==> src/rtl/wallace_mac_accumulator.sv <==
// ---------------------------------------------------------------------------
// wallace_mac_accumulator
//
// Purpose:
//   Sums BURST_LEN consecutive unsigned products from the 4x4 Wallace
//   multiplier into one ACC_W-bit result. The result is then held on a
//   valid/ready output port together with a sticky saturation flag. While a
//   result is held, no new products are accepted. The next burst starts on
//   the cycle after the result has been taken.
//
// Parameters:
//   PROD_W    - width of incoming product
//   ACC_W     - accumulator/result width (must be >= PROD_W+1)
//   BURST_LEN - products summed per result (1..255)
//
// Ports:
//   clk        - system clock, all state updates on the rising edge
//   rst_n      - asynchronous active-low reset
//   ena        - input enable; when low, input acceptance is blocked only
//   clear      - synchronous abort of any partial or held result
//   in_valid   - in_product is valid this cycle
//   in_ready   - block accepts in_product this cycle
//   in_product - unsigned product from the multiplier
//   out_valid  - out_sum/out_ovf hold a completed result
//   out_ready  - consumer takes the result this cycle
//   out_sum    - saturated unsigned sum of BURST_LEN products
//   out_ovf    - sum saturated at least once during this burst
//   busy       - a partial or held result exists
// ---------------------------------------------------------------------------
module wallace_mac_accumulator #(
    parameter int PROD_W    = 8,
    parameter int ACC_W     = 16,
    parameter int BURST_LEN = 4
) (
    input  logic              clk,
    input  logic              rst_n,
    input  logic              ena,
    input  logic              clear,
    input  logic              in_valid,
    output logic              in_ready,
    input  logic [PROD_W-1:0] in_product,
    output logic              out_valid,
    input  logic              out_ready,
    output logic [ACC_W-1:0]  out_sum,
    output logic              out_ovf,
    output logic              busy
);

    localparam logic [0:0] ST_ACCUM = 1'b0;
    localparam logic [0:0] ST_DONE  = 1'b1;

    // An 8-bit counter covers the full 1..255 burst range.
    localparam int              CNT_W    = 8;
    localparam logic [CNT_W-1:0] LAST_CNT = CNT_W'(BURST_LEN - 1);
    localparam logic [ACC_W-1:0] ACC_MAX  = '1;

    logic [0:0]       state_q, state_d;
    logic [ACC_W-1:0] acc_q, acc_d;
    logic             ovf_q, ovf_d;
    logic [CNT_W-1:0] count_q, count_d;

    logic [ACC_W:0]   sum_ext;
    logic             accept;
    logic             transfer;

    // Output-side handshake signals. in_ready is gated by rst_n so that it
    // reads low while reset is held, even though the reset state is ACCUM.
    // The result port shows zero whenever no result is held.
    always_comb begin
        in_ready  = rst_n & (state_q == ST_ACCUM) & ena;
        out_valid = (state_q == ST_DONE);
        out_sum   = out_valid ? acc_q : '0;
        out_ovf   = out_valid ? ovf_q : 1'b0;
        busy      = (count_q != '0) | out_valid;
        accept    = in_valid & in_ready;
        transfer  = out_valid & out_ready;
    end

    // Next-state logic. The sum is formed one bit wider than the accumulator,
    // and that extra bit is the carry that triggers saturation. clear wins
    // over both handshakes, so a product or result offered in the same cycle
    // is dropped.
    always_comb begin
        state_d = state_q;
        acc_d   = acc_q;
        ovf_d   = ovf_q;
        count_d = count_q;
        sum_ext = {1'b0, acc_q} + (ACC_W + 1)'(in_product);

        if (clear) begin
            state_d = ST_ACCUM;
            acc_d   = '0;
            ovf_d   = 1'b0;
            count_d = '0;
        end else if (accept) begin
            if (sum_ext[ACC_W]) begin
                acc_d = ACC_MAX;
                ovf_d = 1'b1;
            end else begin
                acc_d = sum_ext[ACC_W-1:0];
            end
            if (count_q == LAST_CNT) begin
                state_d = ST_DONE;
                count_d = '0;
            end else begin
                count_d = count_q + CNT_W'(1);
            end
        end else if (transfer) begin
            state_d = ST_ACCUM;
            acc_d   = '0;
            ovf_d   = 1'b0;
        end
    end

    // State registers with asynchronous active-low reset.
    always_ff @(posedge clk or negedge rst_n) begin
        if (!rst_n) begin
            state_q <= ST_ACCUM;
            acc_q   <= '0;
            ovf_q   <= 1'b0;
            count_q <= '0;
        end else begin
            state_q <= state_d;
            acc_q   <= acc_d;
            ovf_q   <= ovf_d;
            count_q <= count_d;
        end
    end

endmodule

==> config.mk <==
export PLATFORM = sky130hd
export DESIGN_NAME = wallace_mac_accumulator
export DESIGN_NICKNAME = d
export VERILOG_FILES = /design/src/rtl/wallace_mac_accumulator.sv
export SDC_FILE = /design/constraint.sdc
export NUM_CORES = 1
export LEC_CHECK = 0
export CAP_MARGIN = 20
export CORE_ASPECT_RATIO = 1.75
export CORE_UTILIZATION = 40
export CTS_BUF_LIST = sky130_fd_sc_hd__clkbuf_4
export DETAILED_ROUTE_END_ITERATION = 6
export HOLD_SLACK_MARGIN = 0.03
export SLEW_MARGIN = 10
export SYNTH_ARGS = -nofsm -noshare
export SYNTH_HDL_FRONTEND = slang
export SYNTH_SLANG_ARGS = --single-unit
==> constraint.sdc <==
create_clock -name clk -period 5.3 [get_ports clk]
set_clock_uncertainty 0.15 [all_clocks]
set_input_delay 0.795 -clock clk [delete_from_list [all_inputs] [get_ports clk]]
set_output_delay 0.795 -clock clk [all_outputs]
set_load 0.01 [all_outputs]
### Word level (Yosys, flattened, before mapping)

Cells that the tools add are included.

* memory bits (read-only): 0
* RAM bits: 0
* memories: 0
* bits in latches: 0
* bits of input ports: 14
* logic and storage cells: 36
* register bits: 26

* multipliers: 0
* equality and inequality tests: 3
* multiplexer cells: 16
* add/subtract/negate cells: 2
* reductions and logical operators: 5
* divide/modulo/power cells: 0
* shift-type cells: 0
* order comparisons: 0
* bitwise logic cells: 6

Operators with widths (count)
* $mux 16: 5
* $mux 8: 3
* $add 16x8->17: 1
* $add 8x1->8 const B: 1
* $eq 8x2->1 const B: 1
* $mux 1: 8
* $reduce_bool 8->1: 1
* $and 1x1->1: 4
* $reduce_and 2->1: 2
* $ne 3x2->1 const B: 1
* $ne 3x3->1 const B: 1
* $reduce_bool 3->1: 1
* $reduce_bool 2->1: 1
* $not 1->1: 1
* $or 1x1->1: 1

### Logic depth before layout (Yosys ltp)

* depth in word-level cells: 6
* gate-level depth with buffers: 8

### Worst setup path before layout

OpenSTA, ideal clock, no wires.

* path type: input-to-reg
* start point: input in_product[0]
* end point: register acc_q[15]
* cell stages on the path: 8
* arrival: 2.441 ns
* setup slack: 2.573 ns
* buffers on the path: 1
* cell sequence: ha_1 -> fa_1 -> a211oi_1 -> nor3_2 -> o211ai_2 -> buf_6 -> a2bb2oi_1 -> o211ai_1

* cells in the longest elaborated chain, start to end: 4

RTL lines
* start, declared: line 41 `input logic [PROD_W-1:0] in_product,`
* $add 16x8->17: line 88 `sum_ext = {1'b0, acc_q} + (ACC_W + 1)'(in_product);`
* $mux 16: line 96 `if (sum_ext[ACC_W]) begin`
* $mux 16: line 95 `end else if (accept) begin`
* $mux 16: line 90 `if (clear) begin`
* end signal, assigned: line 119 `acc_q <= '0;`
* end signal, assigned: line 124 `acc_q <= acc_d;`
* end, declared: line 58 `logic [ACC_W-1:0] acc_q, acc_d;`

No other way between the ends.
A chain may end at the register's enable or synchronous reset.

### Worst setup path after layout

* start point: input in_product[0]
* end point: register acc_q[8]

Same word-level chain as after synthesis.

==> run_results.csv <==
group,metric,value,unit
die,num_rows,33,
sta,fin_setup_tns,0,ns
critical_path,crit_chain,"clkdlybuf4s50_1, ha_1, fa_1, a211oi_1, nor3_2, o211ai_2, o21ai_0, a22o_1",
critical_path,cp.arrival,3.34,ns
synthesis,syn_nets,252,
die,ios,34,
clocking,cts_resized,0,
synthesis,synth_most_common_cell,"dfrtp_1",
placement,place_congestion,0.843,
final_layout,fill_cells,445,
clocking,clk_pin_slew,0.16,ns
sta,worst_pin_slew,0.636,ns
status,status,"complete, no violations",
synthesis,ys_top_cells_by_area,"dfrtp_1, and2_1, ha_1",
final_layout,fin_util,50.6,%
placement,hpwl,3650,um
global_route,grt_pass1_vias,1670,
sta,min_period_over_period,61.2,%
placement,place_ws,1.68,ns
synthesis,ys_ff_latch,26,
synthesis,async_reset_ff_share,100,%
clocking,clk_root_buffer_cell,"clkbuf_4",
final_layout,drive_above_1_share,6.61,%
drt,avgViaCountPerCell,5.76,
clocking,postCtsHoldBufs,0,
drt,wl_per_cell,16.0,um
sta,drv_slew,0,
flow_run,maxCapViolations,0,
hold_path,hold_path_class,"reg -> reg",
drt,totalWireLength,4930,um
die,core,0.00467,mm2
sta,rsz0062_at_grt,"false",
sta,finalCriticalPeriod,3.24,ns
clocking,numCtsBuffers,3,
synthesis,synth_common_cells,"dfrtp_1, nand2_1, and2_1",
drt,num_vias,1779,
final_layout,area_growth_syn_to_layout,21.2,%
clocking,cts_tree,"done",
clocking,htreeDepth,1,
synthesis,synth_edf_count,0,
die,die_h,94.3,um
drt,drt-initial-drc-count,27,
drt,dr.max_layer_used,"met4",
global_route,antenna_found_initial,0,
sta,relSlewSlack,57.6,%
power,power_density,177,mW/mm2
synthesis,syn_area_per_cell,8.58,um2
drt,drtAntennaViolNets,0,
synthesis,post-synth-top-area-fraction,33.4,%
drt,wl_met2,2730,um
final_layout,antenna_cells,0,
power,max-vdd-ir-drop,133,uV
global_route,grt_use_total,21.5,%
drt,drc_errors,0,
power,p_leak,0.00104,uW
critical_path,slowest_stage,"o211ai_2",
synthesis,syn_inst,227,
placement,io_buffers,33,
global_route,grt.overflow.total,0,
critical_path,crit_type,"in -> reg",
critical_path,end_kind,"register",
drt,drtPass1Iterations,4,
global_route,grt_max_degree,25,
clocking,cts.path.max_buffers,2,
clocking,postCtsSetupBuffers,0,
critical_path,crit_required,5.39,ns
critical_path,max_stage_delay,0.52,ns
sta,layout_setup_ws,2.06,ns
sta,setup-violations-final,0,
global_route,grt_pass1_wl,8080,um
sta,fmax,308,MHz
clocking,cts.sink_count,26,
drt,route.layer.met1.wl,2030,um
drt,met3RoutedLength,116,um
die,die-area,0.00516,mm2
synthesis,seq_area_frac_synth,33.4,%
synthesis,ys_types,50,
clocking,clk_latency,0.34,ns
critical_path,startpoint_type,"primary input",
critical_path,cp_max_fo,14,
final_layout,layout.nets,283,
die,fp.dieW,54.7,um
synthesis,yosys_warnings,0,
synthesis,synth_top_flop_cell,"dfrtp_1",
synthesis,yosysTopAreaCell,"dfrtp_1",
synthesis,syn-cell-area,0.00195,mm2
die,start_util,41.7,%
sta,hold_violations,0,
==> path summary, 6_finish.rpt <==
| path | end | depth (start not counted) | slack, ns | startpoint |
|---|---|---|---|---|
| worst min register to register | ovf_q | 1 | 0.36 | ovf_q |
| max in group asynchronous | count_q[1] | 2 | 3.82 | rst_n |
| worst min-delay path | ovf_q | 1 | 0.36 | ovf_q |
| min in group asynchronous | count_q[2] | 1 | 0.54 | rst_n |
| worst max register to register | acc_q[8] | 7 | 2.50 | acc_q[0] |
| worst max-delay path | acc_q[8] | 8 | 2.06 | in_product[0] |
==> worst max-delay path, delay by kind of cell <==
family	cells	cell delay, ns
adder cells (fa/ha/maj)	2	0.64
AND/OR/NAND/NOR	1	0.13
AO/OA/AOI/OAI	4	1.36
buffers and inverters	1	0.41
==> area by class of cell <==
cell class | instances | area (um2) | share of cell area [%]
Sequential cell | 26 | 651 | 27.6
Clock inverter | 1 | 30.0 | 1.27
Timing Repair Buffer | 34 | 338 | 14.3
Inverter | 7 | 26.3 | 1.11
Tap cell | 52 | 65.1 | 2.76
Clock buffer | 3 | 22.5 | 0.954
Multi-Input combinational cell | 186 | 1230 | 52.0
==> power by group <==
group | internal [uW] | total [uW] | leakage (uW) | switching, uW
sequential | 202 | 204 | 0.000361 | 2.92
combinational | 30.0 | 69.3 | 0.000655 | 39.3
clock | 76.6 | 143 | 0.0000279 | 66.7
total | 308 | 417 | 0.00104 | 109
==> sequential cells by signal (all words and copies together), names as in the netlist <==
name and cells:
ovf_q 1, out_valid 1, count_q 8, acc_q 16
==> per-layer routing <==
metal | vias up | GRT usage (%)
met5 | - | 0
li1 | 894 | -
met4 | 0 | 5.77
met2 | 31 | 38.8
met3 | 5 | 1.78
met1 | 849 | 25.6
==> per-stage QoR <==
stage          cells  power, uW  area [um2]  hold WS, ns
6_report         309        417        2360        0.359
3_5_place_dp     305        278        2310        0.332
4_1_cts          309        420        2360        0.367
3_3_place_gp     305        278        2310        0.327
5_1_grt          309        435        2360        0.381
2_1_floorplan    227        250        1950        0.302
==> logic make-up after synthesis <==
group / after synthesis / share of synthesized area (%)
XOR/XNOR: 3 / 1.35
AO/OA/AOI/OAI: 78 / 28.1
buffers and inverters: 15 / 3.53
flip-flops: 26 / 33.4
multiplexers: 1 / 0.514
AND/OR/NAND/NOR: 93 / 25.6
adder cells (fa/ha/maj): 11 / 7.46
==> layout by cell type (no fill, tap or decap), drive strengths merged, types with 3 or more instances in the layout <==
| master | synthesis | final |
|---|---|---|
| clkdlybuf4s50 | 0 | 33 |
| dfrtp | 26 | 26 |
| nand2 | 23 | 23 |
| o21ai | 22 | 22 |
| and2 | 21 | 21 |
| nor2 | 18 | 18 |
| a21oi | 13 | 13 |
| ha | 10 | 10 |
| o211ai | 9 | 9 |
| inv | 7 | 7 |
| a21o | 7 | 7 |
| nand3 | 6 | 6 |
| a22o | 5 | 5 |
| and3 | 5 | 5 |
| nor3 | 5 | 5 |
| a2bb2oi | 4 | 4 |
| nor2b | 4 | 4 |
| or2 | 3 | 3 |
| a211oi | 3 | 3 |
| clkbuf | 3 | 3 |
No activity file was read; power rests on OpenSTA's default activity.
